--- config.mk ---
export PLATFORM = sky130hd
export DESIGN_NAME = multicycle_addsub
export DESIGN_NICKNAME = d
export VERILOG_FILES = /design/src/rtl/addsub_pkg.sv /design/src/rtl/multicycle_addsub_chunk.sv /design/src/rtl/multicycle_addsub.sv
export SDC_FILE = /design/constraint.sdc
export NUM_CORES = 1
export LEC_CHECK = 0
export CAP_MARGIN = 20
export CELL_PAD_IN_SITES_DETAIL_PLACEMENT = 1
export CELL_PAD_IN_SITES_GLOBAL_PLACEMENT = 1
export CORE_MARGIN = 10
export CORE_UTILIZATION = 50
export DETAILED_ROUTE_END_ITERATION = 12
export DONT_BUFFER_PORTS = 1
export PLACE_DENSITY = 0.93
export SLEW_MARGIN = 15
export SYNTH_ARGS = -nofsm -noshare
export SYNTH_HDL_FRONTEND = slang
export SYNTH_SLANG_ARGS = --single-unit
--- constraint.sdc ---
create_clock -name clk -period 6.15 [get_ports clk]
set_input_delay 0.615 -clock clk [delete_from_list [all_inputs] [get_ports clk]]
set_output_delay 0.615 -clock clk [all_outputs]
set_load 0.05 [all_outputs]
--- src/rtl/addsub_pkg.sv ---
// Shared types and constants for the multicycle add/subtract unit.
package addsub_pkg;

    typedef enum logic [1:0] {
        IDLE = 2'd0,
        RUN  = 2'd1,
        DONE = 2'd2
    } state_e;

    localparam logic ADD = 1'b0;
    localparam logic SUB = 1'b1;

    // Chunk-index width; a single-chunk build still needs one bit.
    function automatic int unsigned idx_width(input int unsigned n);
        return (n > 1) ? $clog2(n) : 1;
    endfunction

endpackage

--- src/rtl/multicycle_addsub_chunk.sv ---
// CHUNK-bit combinational ripple adder; also exposes the carry into its top bit
// so the word-level signed overflow can be formed on the final slice.
module addsub_chunk #(
    parameter int unsigned CHUNK = 4
) (
    input  logic [CHUNK-1:0] i_a,
    input  logic [CHUNK-1:0] i_b,
    input  logic             i_cin,
    output logic [CHUNK-1:0] o_sum_c,
    output logic             o_cout_c,
    output logic             o_c_msb_c
);

    always_comb begin : p_ripple
        logic w_carry;
        w_carry   = i_cin;
        o_sum_c   = '0;
        o_c_msb_c = 1'b0;
        for (int i = 0; i < int'(CHUNK); i++) begin
            if (i == int'(CHUNK) - 1) o_c_msb_c = w_carry;
            o_sum_c[i] = i_a[i] ^ i_b[i] ^ w_carry;
            w_carry    = (i_a[i] & i_b[i]) | (w_carry & (i_a[i] ^ i_b[i]));
        end
        o_cout_c = w_carry;
    end

endmodule

--- src/rtl/multicycle_addsub.sv ---
// Multicycle add/subtract: one CHUNK slice per cycle, LSB first, valid/ready on both sides.
// Optional saturation on signed overflow when MULTICYCLE_ADDSUB_SAT_EN is defined.
module multicycle_addsub
    import addsub_pkg::*;
#(
    parameter int unsigned WIDTH = 16,
    parameter int unsigned CHUNK = 4
) (
    input  logic             clk,
    input  logic             rst,
    input  logic             in_valid,
    output logic             in_ready,
    input  logic [WIDTH-1:0] a,
    input  logic [WIDTH-1:0] b,
    input  logic             m,
    output logic             out_valid,
    input  logic             out_ready,
    output logic [WIDTH-1:0] s,
    output logic             cout,
    output logic             v,
    output logic             z
);

    localparam int unsigned N        = WIDTH / CHUNK;
    localparam int unsigned IDX_W    = idx_width(N);
    localparam logic [IDX_W-1:0] LAST_IDX = IDX_W'(N - 1);

    generate
        if (WIDTH < 4 || WIDTH > 64) begin : g_bad_width
            $error("multicycle_addsub: WIDTH must be in 4..64");
        end
        if (CHUNK == 0 || (WIDTH % CHUNK) != 0) begin : g_bad_chunk
            $error("multicycle_addsub: WIDTH must be a multiple of CHUNK");
        end
    endgenerate

    state_e           r_state;
    state_e           w_state_next;
    logic [IDX_W-1:0] r_idx;
    logic [WIDTH-1:0] r_opa;
    logic [WIDTH-1:0] r_opb;
    logic [WIDTH-1:0] r_acc;
    logic             r_carry;
    logic             r_sign_a;

    logic             r_in_ready;
    logic             r_out_valid;
    logic [WIDTH-1:0] r_s;
    logic             r_cout;
    logic             r_v;
    logic             r_z;

    logic             w_accept;
    logic             w_last;
    logic [CHUNK-1:0] w_sum;
    logic             w_cout;
    logic             w_c_msb;
    logic [WIDTH-1:0] w_res;
    logic [WIDTH-1:0] w_final;
    logic             w_v;

    addsub_chunk #(
        .CHUNK (CHUNK)
    ) u_chunk (
        .i_a       (r_opa[CHUNK-1:0]),
        .i_b       (r_opb[CHUNK-1:0]),
        .i_cin     (r_carry),
        .o_sum_c   (w_sum),
        .o_cout_c  (w_cout),
        .o_c_msb_c (w_c_msb)
    );

    // State register
    always_ff @(posedge clk) begin
        if (rst) r_state <= IDLE;
        else     r_state <= w_state_next;
    end

    // Next-state decode
    always_comb begin
        w_state_next = r_state;
        w_accept     = 1'b0;
        w_last       = 1'b0;
        case (r_state)
            IDLE: begin
                if (in_valid && r_in_ready) begin
                    w_accept     = 1'b1;
                    w_state_next = RUN;
                end
            end
            RUN: begin
                if (r_idx == LAST_IDX) begin
                    w_last       = 1'b1;
                    w_state_next = DONE;
                end
            end
            DONE: begin
                if (out_ready) w_state_next = IDLE;
            end
            default: w_state_next = IDLE;
        endcase
    end

    // New slice enters at the top so the accumulator is LSB-aligned after N steps.
    always_comb begin
        w_res   = (r_acc >> CHUNK) | (WIDTH'(w_sum) << (WIDTH - CHUNK));
        w_v     = w_c_msb ^ w_cout;
        w_final = w_res;
`ifdef MULTICYCLE_ADDSUB_SAT_EN
        if (w_v) w_final = r_sign_a ? {1'b1, {(WIDTH-1){1'b0}}} : {1'b0, {(WIDTH-1){1'b1}}};
`endif
    end

    // Operand capture, per-chunk step and result registers
    always_ff @(posedge clk) begin
        if (rst) begin
            r_in_ready  <= 1'b1;
            r_out_valid <= 1'b0;
            r_idx       <= '0;
            r_opa       <= '0;
            r_opb       <= '0;
            r_acc       <= '0;
            r_carry     <= 1'b0;
            r_sign_a    <= 1'b0;
            r_s         <= '0;
            r_cout      <= 1'b0;
            r_v         <= 1'b0;
            r_z         <= 1'b0;
        end else begin
            r_in_ready  <= (w_state_next == IDLE);
            r_out_valid <= (w_state_next == DONE);
            if (w_accept) begin
                r_opa    <= a;
                r_opb    <= (m == SUB) ? ~b : b;
                r_carry  <= m;
                r_sign_a <= a[WIDTH-1];
                r_acc    <= '0;
                r_idx    <= '0;
            end else if (r_state == RUN) begin
                r_opa   <= r_opa >> CHUNK;
                r_opb   <= r_opb >> CHUNK;
                r_carry <= w_cout;
                r_acc   <= w_res;
                r_idx   <= w_last ? '0 : r_idx + 1'b1;
                if (w_last) begin
                    r_s    <= w_final;
                    r_cout <= w_cout;
                    r_v    <= w_v;
                    r_z    <= (w_final == '0);
                end
            end
        end
    end

    assign in_ready  = r_in_ready;
    assign out_valid = r_out_valid;
    assign s         = r_s;
    assign cout      = r_cout;
    assign v         = r_v;
    assign z         = r_z;

endmodule
After elaboration in Yosys (flattened, before gate mapping)
Index checks and enable logic that the tools add are counted.
- bits in registers: 74
- input bits: 37
- output and inout port bits: 21
- word-level logic and storage cells: 64
- $add $sub $neg: 1
- equal/unequal tests: 4
- mux-type cells: 16
- bitwise gates (word level): 24
- reductions and logical operators: 7
- operator list (operator ; number):
    16-bit 2-to-1 mux ; 5
    16-bit logical NOT ; 1
    16-bit inverter ; 1
    12-bit by 16-bit bitwise OR with 16-bit output ; 1
    1-bit XOR ; 9
    1-bit bitwise AND ; 8
    2-bit 2-to-1 mux ; 4
    2-bit equality test, second input constant ; 3
    1-bit 2-to-1 mux ; 6
    2-bit one-hot mux with 3 select lines ; 1
    2-bit logical NOT ; 2
    1-bit bitwise OR ; 4
    3-bit AND reduction ; 1
    2-bit by 1-bit adder with 2-bit output, second input constant ; 1
    2-bit by 1-bit equality test with 1-bit output, second input constant ; 1
    2-bit nonzero test ; 1
    2-bit OR reduction ; 1
    1-bit logical AND ; 1
    1-bit inverter ; 1

Logic depth before layout (Yosys ltp)
Gate-level depths: netlist of the first run.
- word-level depth: 11
- gate-level depth with buffers: 10
- mapped depth without buffers: 10

Hierarchy
A second synthesis of the first run with hierarchy kept.
- cells, all modules: 356
- area total of the unflattened synthesis: 3039.2 µm²
- by module, submodules not included (module ; instances ; cells each ; area each (µm²) ; sequential area each (µm²)):
    multicycle_addsub ; 1 ; 344 ; 2929.1 ; 1401.3
    addsub_chunk ; 1 ; 12 ; 110.1 ; 0.0

Worst setup path after synthesis of the first run
Ideal clock, no wire load.
- path type: register to register
- start: register r_opa[0]
- end: register r_z, in the netlist z
- setup time: 0.069 ns
- arrival: 2.261 ns
- required time: 6.081 ns
- slack: 3.820 ns
- cell stages (with the launch flop): 10
- buffers on the path: 0
- clock period less this slack: 2.330 ns
- cells stage by stage: dfxtp_1 inv_1 fa_1 inv_1 fa_1 fa_1 inv_1 fa_1 or4b_1 o21ai_1
- cells in the longest elaborated chain, start to end: 10
- elaborated cells on any way between the ends: 14
- classes of those cells: bitwise (13); reduce/logical (1)
- ends and longest elaborated chain (item ; line ; RTL):
    start, declared ; multicycle_addsub.sv:40 ; logic [WIDTH-1:0] r_opa;
    start signal, assigned ; multicycle_addsub.sv:140 ; r_opa <= r_opa >> CHUNK;
    1-bit XOR ; multicycle_addsub_chunk.sv:21, multicycle_addsub_chunk.sv:22 ;
    1-bit bitwise AND ; multicycle_addsub_chunk.sv:22 ; w_carry = (i_a[i] & i_b[i]) | (w_carry & (i_a[i] ^ i_b[i]));
    1-bit bitwise OR ; multicycle_addsub_chunk.sv:22 ;
    1-bit bitwise AND ; multicycle_addsub_chunk.sv:22 ;
    1-bit bitwise OR ; multicycle_addsub_chunk.sv:22 ;
    1-bit bitwise AND ; multicycle_addsub_chunk.sv:22 ;
    1-bit bitwise OR ; multicycle_addsub_chunk.sv:22 ;
    1-bit XOR ; multicycle_addsub_chunk.sv:21 ; o_sum_c[i] = i_a[i] ^ i_b[i] ^ w_carry;
    12-bit by 16-bit bitwise OR with 16-bit output (*) ; multicycle_addsub.sv:106 ; w_res = (r_acc >> CHUNK) | (WIDTH'(w_sum) << (WIDTH - CHUNK));
    16-bit logical NOT (*) ; multicycle_addsub.sv:149 ; r_z <= (w_final == '0);
    end signal, assigned ; multicycle_addsub.sv:149 ;
    end, declared ; multicycle_addsub.sv:51 ; logic r_z;
Mark *: on every way between the ends. The rest lies on a longest branch, timed or not.
A chain may end at the register's enable or synchronous reset.

Worst setup path after layout of the first run
Same ends and word-level chain as after synthesis.

==> metrics, run 1 <==
Post-synth EDFFs=0; DP Worst Slack=roughly 3600 ps; worst-skew pair later-pin latency=360 ps; Clock transition at path regs=approximately 80 ps; routed len/inst=18.0 µm; simple-gate portion of the synthesized area=between 20% and 30%; Hold Fails Final Rpt=0; ys flop type=dfxtp_1; Area growth, synth to finish=4.86%; Buf/Inv on CP=3; Yosys Warn Count=0; endpoint class of the critical path=flip-flop; Worst Clk Skew=10.4 ps; Internal=~0.67 mW; DRT Pass-1 Iters=4; Mean Syn Cell Area=8.45 µm²; gr usage total=about 16%; Final Slew Violations=0; WP data required=approximately 6400 ps; Rel. slew slack=between 40% and 50%; Slowest-stage cell, CP=fa_1; Initial DRC Count=about 100; Post-synth ARST share=0%; final setup vio count=0; post_cts resized=0; crit path kind=reg2reg; Slew @ Worst Pin=750 ps; Tcrit/Tclk final=41.5%; CTS root buf=clkbuf_8; status=finished, final reports clean; gr ovfl total=0; largest net degree at the start of global routing=just under 60; clock power share=a little over a third; total number of vias=2373; io pins=between 50 and 60; CTS Sinks=70; DIE HEIGHT=96.9 µm; combinational power share=11.3%; Num CTS Buffers=9; num rows=27; post-DP HPWL=5040 µm; CP top delay family=adder cells; Slowest Stage Delay on Critical Path=540 ps; Cell Chain, Critical Path=inv_1 > fa_1 > inv_1 > fa_1 > fa_1 > inv_1 > fa_1 > or4b_1 > o21ai_1; Fin Hold WS=317 ps; commonest cells after routing, fill and taps aside=nand2_1 (85), dfxtp_1 (70), a21oi_1 (51); Seq pwr share=53.1%; initial antenna violation count=0; XOR/XNOR share of the synthesized area=5.03%; setup TNS=0 ps; Clock Path Buffers=2; vias in the first global route=2551; setup repair bufs after CTS=0; adder-cell share of the synthesized area=about 3.1%; antenna-violating nets left=0; Core Footprint=between 5000 and 6000 µm²; routability congestion estimate=0.804; post-synthesis mux area share=0%; TritonCTS clock tree=done; die extent in x=96.9 µm; Die Area=roughly 9400 µm²; Max Cap Viol=0; power per cell area=approximately 300 nW/µm²; share of cells above drive strength 1=7.04%; first-pass GRT wire length=12500 µm; library cells used by synthesis=34; crit-path max FO=3; CP arrival=2840 ps; Critical Path Source Type=flip-flop; Synth Area in Compound Gates=around 17%; sequential area share after synthesis=approximately 47%; Seq cells post-synth=70; cts-stage hold buffer count=0; worst setup margin=3600 ps; most used cell along the critical path=fa_1; synthesized cell area=between 2000 and 3000 µm²; RSZ-0062 raised after global routing=no; maximum vdd drop=roughly 0.13 mV; syn_nets=slightly below 400; f_max=392 MHz; Post-Synthesis Cells=350; final-stage net count=roughly 380; LEAKAGE=between 1 and 1.5 nW; HP Class=in2reg; drc violations=0; main combinational cell family by area after synthesis=simple AND/OR/NAND/NOR gates; switching share of power=28.1%; minimum clock period after layout=between 2000 and 3000 ps; WL final=7450 µm; # diodes=0; I/O Buffers=0; Vias/cell=5.75; P_sw=~0.26 mW; H-tree levels=3; Initial Util=a little over half; commonest non-fill, non-tap cell in the layout=nand2_1
==> cell type report <==
cell class              instances  area (µm²)
fillers                       713        2500
flip-flops and latches         70        1400
multi-input cells             245        1390
clock buffers                  10         138
well taps                      72        90.1
clock inverters                 6        37.5
inverters                       7        26.3
repair buffers                  3        22.5
==> per-stage QoR <==
step | util (%) | instances | cell area [µm²] | total power [mW]
floorplan | - | 350 | 2960 | 0.598
global placement | 52.2 | 397 | 2930 | 0.605
detailed placement | 52.2 | 397 | 2930 | 0.612
CTS | 55.3 | 413 | 3100 | 0.943
global route | 55.3 | 413 | 3100 | 0.978
finish | 55.3 | 413 | 3100 | 0.935
==> path summary, 6_finish.rpt <==
path,from,end,slack (ps),cells past startpoint
max,r_opa[0]$_SDFFE_PP0P_,z$_SDFFE_PP0P_,3600,9
min,rst,s[6]$_SDFFE_PP0P_,320,1
max reg2reg,r_opa[0]$_SDFFE_PP0P_,z$_SDFFE_PP0P_,3600,9
min reg2reg,r_opb[12]$_SDFFE_PP0P_,r_opb[12]$_SDFFE_PP0P_,470,2
==> power groups by stage <==
stage / clock network [mW] / registers [mW] / logic (mW)
final: 0.334 / 0.496 / 0.105
after detailed placement: 0 / 0.506 / 0.106
after CTS: 0.340 / 0.496 / 0.106
after global routing: 0.359 / 0.499 / 0.120
after floorplan: 0 / 0.501 / 0.0968
after global placement: 0 / 0.504 / 0.101
==> cell families (layout without fill, tap and decap cells) <==
family | Yosys count | count (layout)
flip-flops | 70 | 70
XOR/XNOR | 17 | 17
AO/OA/AOI/OAI | 82 | 82
AND/OR/NAND/NOR | 141 | 141
buffers and inverters | 35 | 26
adder cells (fa/ha/maj) | 5 | 5
==> metal layers <==
metal / global-route usage, % / vias up / part of all wire (%)
li1: - / 1170 / -
met1: 16.7 / 1134 / 42
met4: 7.22 / 0 / 1.9
met3: 6.39 / 11 / 7.5
met2: 26.8 / 58 / 49
met5: 0 / - / 0
==> sequential cells by signal (all words and copies together), names as in the netlist, 2 cells and up <==
signal   flops
r_acc       12
r_opb       16
r_state      2
s           16
r_opa       16
r_idx        2
==> synth_stat cells (all sizes together), types with 2 or more instances <==
| cell type | instances | area share (%) |
|---|---|---|
| fa | 4 | 2.7 |
| nand2b | 2 | 0.51 |
| nand3b | 2 | 0.93 |
| clkbuf | 8 | 1.0 |
| nor4 | 2 | 0.42 |
| a311oi | 12 | 3.6 |
| buf | 20 | 4.0 |
| a21oi | 51 | 8.6 |
| inv | 7 | 0.89 |
| nand2 | 85 | 11 |
| dfxtp | 70 | 47 |
| xor2 | 16 | 4.7 |
| a22oi | 12 | 3.0 |
| a211oi | 5 | 1.3 |
| nor2 | 19 | 2.4 |
| or3b | 2 | 0.59 |
| nand3 | 21 | 3.6 |
Note: power is estimated with default switching activity, not from simulation.
==> run 2: changes to the inputs <==
CORE_UTILIZATION = 42   (was 50)
PLACE_DENSITY = 0.85   (was 0.93)
clock period = 2.3 ns   (was 6.15 ns; I/O delays follow)
==> run 2 against run 1 <==
Compared with the run above:
- the flow now finishes with violations (setup timing)
- register-to-register slack worse by 3700 ps
- critical endpoint unchanged
- critical path depth is the same
- utilization decreased by 6.5 points
- flip-flop and latch count stayed put
- highest routed layer unchanged
- clock-buffer cell count unchanged
==> metrics, run 2 (same netlist as run 1, synthesis figures left out) <==
status=finished, violations left; failing checks=setup timing; worst setup margin=-132 ps; Slowest Stage Delay on Critical Path=480 ps; Slew @ Worst Pin=approximately 570 ps; Final Slew Violations=0; post-route design area=about 3300 µm²; # diodes=0; DP Worst Slack=-207 ps; CTS root buf=clkbuf_8; Final Util=between 40% and 50%; Worst Clk Skew=around 9.5 ps; I/O Buffers=0; final setup vio count=1; H-tree levels=3; total number of vias=around 2400; maximum vdd drop=approximately 0.36 mV; endpoint class of the critical path=flip-flop; Power, Total=just under 3 mW; HP Class=in2reg; minimum clock period after layout=approximately 2400 ps; worst-skew pair later-pin latency=between 300 and 400 ps; dpl cell area=about 3000 µm²; antenna-violating nets left=0; CTS Sinks=70; routability congestion estimate=about 0.74; io pins=between 50 and 60; Core Footprint=6830 µm²; DIE HEIGHT=~100 µm; Tcrit/Tclk final=106%; final-stage net count=between 300 and 400; drc violations=0; routed len/inst=between 15 and 20 µm; first-pass GRT wire length=approximately 13000 µm; gr ovfl total=0; DRT Pass-1 Iters=4; gr usage total=between 10 and 15%; LEAKAGE=about 1.2 nW; Clock transition at path regs=about 70 ps; share of cells above drive strength 1=12.3%; die extent in x=104 µm; Slowest-stage cell, CP=fa_1; Critical Path Source Type=flip-flop; Hold Fails Final Rpt=0; TritonCTS clock tree=done; WL final=between 7000 and 8000 µm; Clock Path Buffers=2; f_max=411 MHz; Area growth, synth to finish=12.6%; largest net degree at the start of global routing=55; Vias/cell=roughly 5.4; WP data required=around 2600 ps; post-DP HPWL=5040 µm; crit-path max FO=2; num rows=30; power per cell area=887 nW/µm²; Rel. slew slack=61.7%; RSZ-0062 raised after global routing=yes; Max Cap Viol=0; Initial DRC Count=65; initial antenna violation count=0; commonest non-fill, non-tap cell in the layout=nand2_1; Die Area=between 10000 and 15000 µm²; commonest cells after routing, fill and taps aside=nand2_1 (85), dfxtp_1 (67), a21oi_1 (51); Initial Util=between 40% and 50%; vias in the first global route=2547; Num CTS Buffers=9; Cell Chain, Critical Path=inv_2 > fa_2 > inv_2 > fa_2 > fa_2 > inv_2 > fa_1 > or4b_1 > o21ai_1; reg-to-reg setup timing slack=-130 ps; crit path kind=reg2reg; CP arrival=2710 ps
[run 2: cell count changes in the layout (fill, tap and decap cells not counted), sizes merged]
cell and change:
bufinv +4, dlygate4sd3 +2, clkinvlp -3, clkinv -1
buf +8
[run 2: power breakdown]
part           switching [mW]  total (mW)  internal (mW)
clock network           0.470        1.30          0.830
registers              0.0456        1.32           1.28
logic                   0.206       0.336          0.130
[run 2: path summary, 6_finish.rpt]
check,to,start,depth (start not counted)
worst max register to register,z$_SDFFE_PP0P_,r_opa[0]$_SDFFE_PP0P_,9
worst max-delay path,z$_SDFFE_PP0P_,r_opa[0]$_SDFFE_PP0P_,9
worst min register to register,r_opb[15]$_SDFFE_PP0P_,r_opb[15]$_SDFFE_PP0P_,2
worst min-delay path,r_opa[12]$_SDFFE_PP0P_,a[12],2
[run 2: critical path, delay by kind of cell, from the launching register on]
family / cells / cell delay [ps]
buffers and inverters: 3 / 150
flip-flops: 1 / 340
adder cells (fa/ha/maj): 4 / 1300
AO/OA/AOI/OAI: 1 / 130
AND/OR/NAND/NOR: 1 / 440
[run 2: timing repair]
item	in CTS	in global routing
hold endpoints to repair	54	0
gates resized for setup	11	1
pin swaps	4	4
setup endpoints to repair	3	4
gates cloned	0	0
hold buffers	3	0
buffers inserted	0	2
[run 2: cell type report]
class	count	area (µm²)
clock buffers	10	128
clock inverters	6	134
fillers	836	3500
inverters	7	26.3
multi-input cells	245	1410
flip-flops and latches	70	1410
well taps	96	120
repair buffers	13	115
[run 2: through the flow]
step | instances | setup TNS (ps) | hold WS [ps]
detailed placement | 426 | -349 | 309
global route | 447 | -269 | 9.42
finish | 447 | -132 | 9.34
global placement | 426 | -77.7 | 306
floorplan | 350 | -30.4 | 366
CTS | 445 | -233 | 0.606
[run 2: metal layers]
metal	global-route usage, %	wire length (µm)	vias up
li1	-	-	1183
met1	15.2	3050	1163
met2	25.1	3960	57
met3	6.82	636	12
met4	4.87	114	0
met5	0	0	-
==> run 3: changes to the inputs <==
REMOVE_ABC_BUFFERS = 1   (was default)
==> run 3 against run 2 <==
Compared with the run above:
- the run still ends with setup timing left
- clock power decreased by 24%
- maximum frequency grew 1.9%
- non-clock buffer count fell by 3
- sequential power hardly changed
- sequential share of layout area increased by 0.97 points
- utilization shrank 1.1 points
- clock skew fell by 2.0 ps
- largest power group unchanged
==> metrics, run 3 (same netlist as run 1, synthesis figures left out) <==
Worst Clk Skew=~7.5 ps; vias in the first global route=between 2000 and 2500; DRT Pass-1 Iters=4; DIE HEIGHT=just over 100 µm; f_max=around 420 MHz; gr usage total=14.0%; commonest cells after routing, fill and taps aside=nand2_1 (85), dfxtp_1 (68), a21oi_1 (51); Rel. slew slack=approximately 63%; largest net degree at the start of global routing=55; Slowest-stage cell, CP=fa_1; Worst R2R End=z$_SDFFE_PP0P_; io pins=slightly below 60; post-DP HPWL=4880 µm; Clock Path Buffers=2; Cell Chain, Critical Path=inv_2 > fa_2 > inv_2 > fa_2 > fa_2 > inv_2 > fa_1 > or4b_1 > o21ai_1; Initial Util=between 40% and 50%; Max Cap Viol=0; multi-input logic area=approximately 1400 µm²; CTS Sinks=70; crit-path max FO=2; share of cells above drive strength 1=roughly 11%; num rows=30; Fin Hold WS=19.6 ps; LEAKAGE=~1.1 nW; worst-skew pair later-pin latency=roughly 340 ps; Area growth, synth to finish=10.0%; hold depth=2; HP Class=in2reg; WP data required=2570 ps; Slew @ Worst Pin=roughly 550 ps; fillers=about 850; I/O Buffers=0; commonest non-fill, non-tap cell in the layout=nand2_1; gr ovfl total=0; Num CTS Buffers=9; failing checks=setup timing; total number of vias=2369; minimum clock period after layout=between 2000 and 2500 ps; antenna-violating nets left=0; H-tree levels=3; Hold Crit Endpoint=r_opa[15]$_SDFFE_PP0P_; status=finished, violations left; CTS root buf=clkbuf_8; Power, Total=roughly 2.6 mW; die extent in x=around 100 µm; Core Footprint=6830 µm²; Clock transition at path regs=70 ps; routability congestion estimate=roughly 0.8; setup TNS=-92.8 ps; endpoint class of the critical path=flip-flop; routed len/inst=17.1 µm; sequential cell area=between 1000 and 1500 µm²; power per cell area=813 nW/µm²; Slowest Stage Delay on Critical Path=around 480 ps; Hold Crit Start=a[15]; Hold Fails Final Rpt=0; CP arrival=~2700 ps; maximum vdd drop=between 0.3 and 0.4 mV; # diodes=0; TritonCTS clock tree=done; first-pass GRT wire length=around 13000 µm; DP Cell Count=roughly 430; crit path kind=reg2reg; worst setup margin=-86.0 ps; Final Slew Violations=0; Initial DRC Count=between 100 and 150; reg-to-reg setup timing slack=-90 ps; Tcrit/Tclk final=104%; Critical Path Source Type=flip-flop; Vias/cell=between 5 and 6; Die Area=roughly 11000 µm²; Reg-to-Reg Start=r_opa[0]$_SDFFE_PP0P_; final-stage net count=between 300 and 400; RSZ-0062 raised after global routing=yes; Layout Cells excl Fill=442; drc violations=0; initial antenna violation count=0; Final Util=between 40% and 50%; R2R depth=9; WL final=around 7600 µm; final setup vio count=3
## run 3: per-layer routing
metal	GRT usage (%)	share of wire (%)	wire [µm]
met4	5.17	1.6	119
met1	16.5	43	3240
met2	21.8	48	3600
met3	6.51	8.1	611
met5	0	0	0
## run 3: per-stage QoR
step | cell area, µm² | setup WS (ps)
2_1_floorplan | 2810 | -306
3_3_place_gp | 3000 | -46.1
3_5_place_dp | 3000 | -103
4_1_cts | 3230 | -103
5_1_grt | 3260 | -162
6_report | 3260 | -86.0
## run 3: cell type report
cell class                 instances  share of cell area, %
tap                               96                   3.69
multi-input combinational        245                   43.4
sequential                        70                   43.1
inverter                           7                  0.807
timing repair buffer              10                   3.19
clock inverter                     1                  0.922
clock buffer                      13                   4.88
## run 3: timing repair
item	in CTS	in global routing
endpoints found under the setup margin	2	4
setup buffers	1	1
hold buffers	1	0
gates resized for setup	9	4
endpoints found under the hold margin	54	0
pin swaps	3	4
## run 3: power by group
| part | switching (mW) | internal, mW |
|---|---|---|
| combinational | 0.209 | 0.135 |
| clock | 0.432 | 0.550 |
| sequential | 0.0431 | 1.28 |
## run 3: worst max-delay path by stage
stage / start / cells after the start / endpoint / slack [ps]
4_1_cts: r_opa[0]$_SDFFE_PP0P_ / 9 / z$_SDFFE_PP0P_ / -100
2_1_floorplan: in_ready$_SDFF_PP1_ / 3 / r_acc[12]$_SDFFE_PP0P_ / -310
3_3_place_gp: r_opa[0]$_SDFFE_PP0P_ / 9 / z$_SDFFE_PP0P_ / -50
3_5_place_dp: r_opa[0]$_SDFFE_PP0P_ / 9 / z$_SDFFE_PP0P_ / -100
5_1_grt: r_opa[0]$_SDFFE_PP0P_ / 9 / z$_SDFFE_PP0P_ / -160
6_report: r_opa[0]$_SDFFE_PP0P_ / 9 / z$_SDFFE_PP0P_ / -90
## run 3: worst max-delay path, delay by kind of cell, from the launching register on
| kind | cells | cell delay (ps) |
|---|---|---|
| buffers and inverters | 3 | 140 |
| adders and majority gates | 4 | 1260 |
| DFF | 1 | 330 |
| and+or+nand+nor | 1 | 440 |
| AOI/OAI and AO/OA | 1 | 140 |
